`src/rtl/keypad_pkg.sv`:
```
// Shared types, constants and helpers for the 4x4 keypad scanner.
//   scan_state_t   : column scan sequencer states
//   key_state_t    : keystroke acceptance states
//   KEY_CODE_W     : width of an encoded key code
//   NO_KEY         : code presented when no keystroke is buffered
//   onehot16_index : bit position of the single set bit in a sweep snapshot
//   is_onehot16    : true when exactly one bit of a sweep snapshot is set
package keypad_pkg;

    typedef enum logic [1:0] {
        DRIVE,
        SAMPLE,
        EVAL
    } scan_state_t;

    typedef enum logic {
        IDLE,
        HELD
    } key_state_t;

    localparam int unsigned KEY_CODE_W = 8;
    localparam logic [KEY_CODE_W-1:0] NO_KEY = 8'h00;

    // Only meaningful when is_onehot16(v) holds.
    function automatic logic [3:0] onehot16_index(input logic [15:0] v);
        logic [3:0] idx;
        idx = '0;
        for (int i = 0; i < 16; i++) begin
            if (v[i]) idx = 4'(i);
        end
        return idx;
    endfunction

    // Clearing the lowest set bit leaves zero only for a single set bit.
    function automatic logic is_onehot16(input logic [15:0] v);
        return (v != 16'h0000) && ((v & (v - 16'h0001)) == 16'h0000);
    endfunction

endpackage

```
`src/rtl/keypad_fifo.sv`:
```
// Small synchronous FIFO buffering accepted keystrokes.
//   clk, pb_reset : clock, asynchronous active-high reset (empties the FIFO)
//   push, din     : write request and data; dropped when full unless popping
//   pop           : read request; ignored when empty
//   full, empty   : occupancy flags
//   head          : oldest entry (undefined content when empty)
module keypad_fifo #(
    parameter int unsigned DEPTH = 4,
    parameter int unsigned WIDTH = 8
) (
    input  logic             clk,
    input  logic             pb_reset,
    input  logic             push,
    input  logic             pop,
    input  logic [WIDTH-1:0] din,
    output logic             full,
    output logic             empty,
    output logic [WIDTH-1:0] head
);

    localparam int unsigned AW = $clog2(DEPTH);

    logic [AW:0]      wr_ptr;
    logic [AW:0]      rd_ptr;
    logic [WIDTH-1:0] mem [DEPTH];
    logic             do_push;
    logic             do_pop;

    // Extra pointer bit distinguishes full from empty.
    assign empty = (wr_ptr == rd_ptr);
    assign full  = (wr_ptr[AW] != rd_ptr[AW]) && (wr_ptr[AW-1:0] == rd_ptr[AW-1:0]);
    assign head  = mem[rd_ptr[AW-1:0]];

    // A pop in the same cycle frees the slot the push lands in.
    assign do_pop  = pop && !empty;
    assign do_push = push && (!full || do_pop);

    // Pointer registers.
    always_ff @(posedge clk or posedge pb_reset) begin
        if (pb_reset) begin
            wr_ptr <= '0;
            rd_ptr <= '0;
        end else begin
            if (do_push) wr_ptr <= wr_ptr + (AW+1)'(1);
            if (do_pop)  rd_ptr <= rd_ptr + (AW+1)'(1);
        end
    end

    // Storage; content is don't-care until written.
    always_ff @(posedge clk) begin
        if (do_push) mem[wr_ptr[AW-1:0]] <= din;
    end

endmodule

```
`src/rtl/keypad_scanner.sv`:
```
// 4x4 matrix keypad scanner with sweep debounce and keystroke FIFO.
//   clk, pb_reset : 100 MHz clock, asynchronous active-high reset
//   col_n         : active-low one-hot column drive
//   row_n         : active-low row sense (asynchronous, pulled up)
//   key_code      : oldest buffered key code, 0x00 when empty
//   key_present   : at least one keystroke buffered
//   read_key_ack  : single-cycle pop request
//   key_overflow  : sticky, a keystroke was dropped on a full FIFO
module keypad_scanner
    import keypad_pkg::*;
#(
    parameter int unsigned SCAN_DIV       = 25000,
    parameter int unsigned DEBOUNCE_SCANS = 4,
    parameter int unsigned FIFO_DEPTH     = 4
) (
    input  logic                  clk,
    input  logic                  pb_reset,
    output logic [3:0]            col_n,
    input  logic [3:0]            row_n,
    output logic [KEY_CODE_W-1:0] key_code,
    output logic                  key_present,
    input  logic                  read_key_ack,
    output logic                  key_overflow
);

    localparam int unsigned DIV_W = $clog2(SCAN_DIV);
    localparam int unsigned CNT_W = $clog2(DEBOUNCE_SCANS + 1);

    logic [3:0]            row_meta;
    logic [3:0]            row_sync;
    logic [3:0]            pressed;

    scan_state_t           state,      state_d;
    key_state_t            kstate,     kstate_d;
    logic [1:0]            col,        col_d;
    logic [DIV_W-1:0]      div,        div_d;
    logic [15:0]           snapshot,   snap_d;
    logic [15:0]           prev_snap,  prev_d;
    logic [CNT_W-1:0]      stable_cnt, cnt_d;
    logic [3:0]            col_n_d;
    logic                  ovf_d;
    logic                  stable;
    logic                  push;
    logic [KEY_CODE_W-1:0] push_code;

    logic                  fifo_full;
    logic                  fifo_empty;
    logic [KEY_CODE_W-1:0] fifo_head;

    // Two-flop synchronizer; idle rows read as released.
    always_ff @(posedge clk or posedge pb_reset) begin
        if (pb_reset) begin
            row_meta <= 4'hF;
            row_sync <= 4'hF;
        end else begin
            row_meta <= row_n;
            row_sync <= row_meta;
        end
    end

    assign pressed = ~row_sync;

    // State registers for scan sequencer, debounce and key acceptance.
    always_ff @(posedge clk or posedge pb_reset) begin
        if (pb_reset) begin
            state        <= DRIVE;
            kstate       <= IDLE;
            col          <= '0;
            div          <= '0;
            snapshot     <= '0;
            prev_snap    <= '0;
            stable_cnt   <= '0;
            col_n        <= 4'b1110;
            key_overflow <= 1'b0;
        end else begin
            state        <= state_d;
            kstate       <= kstate_d;
            col          <= col_d;
            div          <= div_d;
            snapshot     <= snap_d;
            prev_snap    <= prev_d;
            stable_cnt   <= cnt_d;
            col_n        <= col_n_d;
            key_overflow <= ovf_d;
        end
    end

    // Next-state logic: column scan, sweep debounce, single-key acceptance.
    always_comb begin
        state_d   = state;
        kstate_d  = kstate;
        col_d     = col;
        div_d     = div;
        snap_d    = snapshot;
        prev_d    = prev_snap;
        cnt_d     = stable_cnt;
        stable    = 1'b0;
        push      = 1'b0;
        push_code = NO_KEY;

        case (state)
            // The SAMPLE cycle is the last count of the column period.
            DRIVE: begin
                div_d = div + DIV_W'(1);
                if (div == DIV_W'(SCAN_DIV - 2)) state_d = SAMPLE;
            end
            SAMPLE: begin
                div_d = '0;
                snap_d[{col, 2'b00} +: 4] = pressed;
                if (col == 2'd3) begin
                    state_d = EVAL;
                end else begin
                    col_d   = col + 2'd1;
                    state_d = DRIVE;
                end
            end
            EVAL: begin
                if (snapshot == prev_snap) begin
                    if (stable_cnt != CNT_W'(DEBOUNCE_SCANS)) cnt_d = stable_cnt + CNT_W'(1);
                end else begin
                    cnt_d = CNT_W'(1);
                end
                prev_d  = snapshot;
                stable  = (cnt_d == CNT_W'(DEBOUNCE_SCANS));
                col_d   = '0;
                state_d = DRIVE;
            end
            default: begin
                state_d = DRIVE;
                col_d   = '0;
                div_d   = '0;
            end
        endcase

        // Chords and ghosts are ignored; a held key must fully release first.
        if (stable) begin
            case (kstate)
                IDLE: begin
                    if (is_onehot16(snapshot)) begin
                        push      = 1'b1;
                        push_code = {4'h0, onehot16_index(snapshot)};
                        kstate_d  = HELD;
                    end
                end
                HELD: begin
                    if (snapshot == 16'h0000) kstate_d = IDLE;
                end
                default: kstate_d = IDLE;
            endcase
        end

        col_n_d = ~(4'b0001 << col_d);
    end

    // A successful pop clears the sticky flag; a same-cycle pop saves the push.
    always_comb begin
        ovf_d = key_overflow;
        if (read_key_ack && !fifo_empty) begin
            ovf_d = 1'b0;
        end else if (push && fifo_full) begin
            ovf_d = 1'b1;
        end
    end

    keypad_fifo #(
        .DEPTH (FIFO_DEPTH),
        .WIDTH (KEY_CODE_W)
    ) u_fifo (
        .clk      (clk),
        .pb_reset (pb_reset),
        .push     (push),
        .pop      (read_key_ack),
        .din      (push_code),
        .full     (fifo_full),
        .empty    (fifo_empty),
        .head     (fifo_head)
    );

    // Decoded straight from FIFO registers; no path from row_n or the ack.
    assign key_present = !fifo_empty;
    assign key_code    = fifo_empty ? NO_KEY : fifo_head;

endmodule

```
`config.mk`:
```
export PLATFORM = sky130hd
export DESIGN_NAME = keypad_scanner
export DESIGN_NICKNAME = d
export VERILOG_FILES = /design/src/rtl/keypad_pkg.sv /design/src/rtl/keypad_fifo.sv /design/src/rtl/keypad_scanner.sv
export SDC_FILE = /design/constraint.sdc
export NUM_CORES = 1
export LEC_CHECK = 0
export CAP_MARGIN = 20
export CORE_ASPECT_RATIO = 0.7
export CORE_MARGIN = 4
export CORE_UTILIZATION = 54
export CTS_CLUSTER_DIAMETER = 60
export DETAILED_ROUTE_END_ITERATION = 8
export HOLD_SLACK_MARGIN = 0.02
export PLACE_DENSITY = 0.84
export SYNTH_ARGS = -nofsm -noshare
export SYNTH_HDL_FRONTEND = slang
export SYNTH_SLANG_ARGS = --single-unit
```
`constraint.sdc`:
```
create_clock -name clk -period 2.55 [get_ports clk]
set_input_delay 0.51 -clock clk [delete_from_list [all_inputs] [get_ports clk]]
set_output_delay 0.51 -clock clk [all_outputs]
set_load 0.01 [all_outputs]
```
==> key figures <==
Clock network
  • TritonCTS Buffers: 9
  • Htree depth: 3
  • Clock edge transition at the registers on the reported setup and hold paths: 0.07 ns
  • Cell at the root of the clock tree: sky130_fd_sc_hd__clkbuf_16
  • CTS tree: built
  • Maximum root-to-sink buffer count: 2
  • Clock latency reported for the late side of the worst-skew pair: 0.34 ns
  • Number of clock sinks: 90

Min path
  • Path class of the lowest-slack min-delay path: reg -> reg
  • End point of the most critical hold path: row_sync[2]$_DFF_PP1_
  • Worst hold stages: 0
  • Startpoint of the tightest hold check path: row_meta[2]$_DFF_PP1_

Timing
  • Smallest setup slack after layout: -0.1441 ns
  • Setup Viol. Count Final: 32
  • RSZ-0062 raised after global routing: yes
  • Transition time of the tightest slew-check pin: 0.5576 ns
  • Final Hold Fails: 0
  • Fraction of the cycle the final worst path needs: 105.6%
  • Period minus WS final: 2.694 ns
  • Worst slew margin relative to its limit: 62.60%
  • Worst-case clock skew: 0.008482 ns
  • Maximum clock rate: 371.2 MHz
  • Pins Over Slew Limit: 0

Floorplan
  • X dimension of the die: 115.8 um
  • Core Footprint: 0.007905 sq mm
  • Die height: 83.46 um
  • Die Footprint: 0.009665 sq mm
  • Ports: 21
  • Initial Utilization: 55.57%
  • Row count: 27

Critical path
  • Peak fanout along the critical path: 5
  • Reg2Reg Capture Point: u_fifo.mem[2][2]$_DFFE_PP_
  • Crit. End Element: flop
  • CP most frequent cell: sky130_fd_sc_hd__or4_4
  • Launch point of the worst reg-to-reg path: snapshot[1]$_DFFE_PP0P_
  • Internal reg-to-reg setup slack: -0.14 ns
  • Crit path arrival time: 2.74 ns
  • Cell with the biggest individual delay on the critical path: sky130_fd_sc_hd__or4_4
  • Sequence of cells on the critical path: or4_4, or4_4, a2111oi_4, nand3_4, nor2_4
  • Slowest cell delay on critical path: 0.60 ns
  • Setup crit start: snapshot[1]$_DFFE_PP0P_
  • Setup CP Type: reg -> reg
  • Reg2Reg Depth: 5
  • Crit path required time: 2.59 ns
  • Type of origin of the critical path: flop

Layout
  • Design area: 0.005255 sq mm
  • Layout net count: 451
  • # fillers: 561
  • Final core utilization: 66.48%
  • Antenna diodes: 0
  • Share of post-route cells with drive strength above 1: 24.19%
  • Commonest cells after routing, fill and taps aside: sky130_fd_sc_hd__dfrtp_1, sky130_fd_sc_hd__nand2_1, sky130_fd_sc_hd__buf_4, sky130_fd_sc_hd__nor2_1, sky130_fd_sc_hd__o21ai_0
  • Most common cell after layout, fill and taps aside: sky130_fd_sc_hd__dfrtp_1
  • Synthesis-to-layout area growth: 19.62%

Placement
  • IO Port Bufs: 16
  • Detailed-placement wirelength estimate: 6333 um
  • Placed Area: 0.004783 sq mm
  • Final Wtd Congestion: 0.9122

Yosys
  • Most instantiated flip-flop cell in the synthesis netlist: sky130_fd_sc_hd__dfrtp_1
  • Netlist area before placement: 0.004393 sq mm
  • Count of warnings emitted by yosys: 0
  • Synth Instances: 394
  • Sequential area share after synthesis: 53.40%
  • Mean instance size in the synthesized netlist: 11.15 sq um
  • Flip-flop and latch count after synthesis: 90
  • Number of synthesized flops with an enable pin: 16
  • Number of distinct standard cells referenced by the synthesized netlist: 52
  • Synth async-reset ratio: 82.22%

Detailed routing
  • Count of unresolved DRC violations after routing: 0
  • Routed vias/inst: 5.766
  • Pre-Repair DR Iteration Count: 5
  • Iteration-0 DRC Markers: 309
  • Residual antenna-violating net count after detailed routing: 0
  • WL per Instance: 17.09 um
  • Wirelength, routed: 9144 um
  • Via count of the routed design: 3085

Global routing
  • Vias in the first global route: 3152
  • Total Routing Usage GR: 20.60%
  • Overall overflow remaining after global route: 0
  • Maximum number of pins on one net before global-route repair: 75
  • First-pass GRT wire length: 15620 um
  • Initial antenna violation count: 0

Power
  • Leakage power summed over all cells: 2.425 nW
  • VDD IR-drop max: 0.0003667 V
  • Power Density: 557.8 mW/mm^2

Outcome
  • Result of the run: finished, violations left
  • Violations in the final reports: setup timing

Job
  • Max-cap viol count: 0
## sequential cells by signal, summed over array words and instances, names as in the netlist
| register | flops |
|---|---|
| kstate | 1 |
| col | 2 |
| col_n | 4 |
| key_overflow | 1 |
| u_fifo.mem | 16 |
| row_meta | 4 |
| prev_snap | 16 |
| div | 15 |
| snapshot | 16 |
| u_fifo.wr_ptr | 3 |
| u_fifo.rd_ptr | 3 |
| state | 2 |
| stable_cnt | 3 |
| row_sync | 4 |
## through the flow
step	setup TNS (ns)	std cells	power (W)	hold slack (ns)	setup WS, ns
final	-2.431	535	0.002932	0.3565	-0.1441
after global placement	-0.2623	516	0.001542	0.3467	-0.02376
after detailed placement	-2.288	516	0.001543	0.3472	-0.1727
after global routing	-3.951	535	0.003029	0.3611	-0.1755
after floorplan	-0.3167	397	0.001524	0.3452	-0.02639
after CTS	-1.284	532	0.002950	0.3570	-0.08970
## power by group
| group | internal, W | switching [W] |
|---|---|---|
| clock network | 0.000848 | 0.000570 |
| registers | 0.00147 | 0.00000599 |
| logic | 0.0000116 | 0.0000261 |
## per-layer routing
layer	part of all wire [%]	track usage (%)	up-vias
li1	-	-	1442
met3	6.1	5.290	18
met2	46	30.70	86
met4	1.7	6.955	0
met1	46	29.43	1539
met5	0	0	-
## cell usage after synthesis (12+ instances only)
cell                       number  area, sq um
sky130_fd_sc_hd__inv_1         21        78.83
sky130_fd_sc_hd__edfxtp_1      16        480.5
sky130_fd_sc_hd__a21oi_1       16        80.08
sky130_fd_sc_hd__mux2_2        17        191.4
sky130_fd_sc_hd__clkbuf_1      13        48.80
sky130_fd_sc_hd__ha_1          15        187.7
sky130_fd_sc_hd__dfrtp_1       63         1577
sky130_fd_sc_hd__o21ai_0       24        120.1
sky130_fd_sc_hd__nand2_1       31        116.4
sky130_fd_sc_hd__xnor2_1       12        105.1
sky130_fd_sc_hd__nor2_1        29        108.9
sky130_fd_sc_hd__xor2_1        21        183.9
## logic make-up after synthesis
logic type / count (synthesis) / share of synthesized area (%)
flops: 90 / 53.40
xor+xnor: 33 / 6.579
mux: 22 / 6.750
compound gates: 58 / 8.374
buf+inv: 45 / 4.586
other cells: 1 / 0.08536
simple gates: 128 / 15.49
fa+ha+maj: 17 / 4.728
## layout make-up
| type | instances | area, sq um | area share (%) |
|---|---|---|---|
| Clock buffer | 12 | 300.3 | 5.714 |
| Clock inverter | 4 | 31.28 | 0.5952 |
| Inverter | 21 | 78.83 | 1.500 |
| Multi-Input combinational cell | 262 | 1972 | 37.52 |
| Sequential cell | 90 | 2347 | 44.67 |
| Tap cell | 101 | 126.4 | 2.405 |
| Timing Repair Buffer | 45 | 399.1 | 7.595 |
## what timing repair did
action / CTS / global route
cloned: 0 / 0
resized for setup: 11 / 17
buffers inserted: 0 / 3
setup endpoints to repair: 32 / 40
pin swaps: 2 / 7
hold buffers: 0 / 0
## critical path: cells and delay by family (launching register included)
| kind | cells | cell delay, ns |
|---|---|---|
| compound gates | 1 | 0.44 |
| simple gates | 4 | 1.58 |
| flops | 1 | 0.38 |
## how the worst max path moves through the flow
stage                                            end  slack (ns)  cells past startpoint
after floorplan           u_fifo.mem[0][0]$_DFFE_PP_       -0.03                      6
after global placement    u_fifo.mem[1][3]$_DFFE_PP_       -0.02                      5
after detailed placement  u_fifo.mem[0][1]$_DFFE_PP_       -0.17                      5
after CTS                 u_fifo.mem[2][2]$_DFFE_PP_       -0.09                      5
after global routing      u_fifo.mem[2][3]$_DFFE_PP_       -0.18                      5
final                     u_fifo.mem[2][2]$_DFFE_PP_       -0.14                      5
No activity file was read; power rests on OpenSTA's default activity.
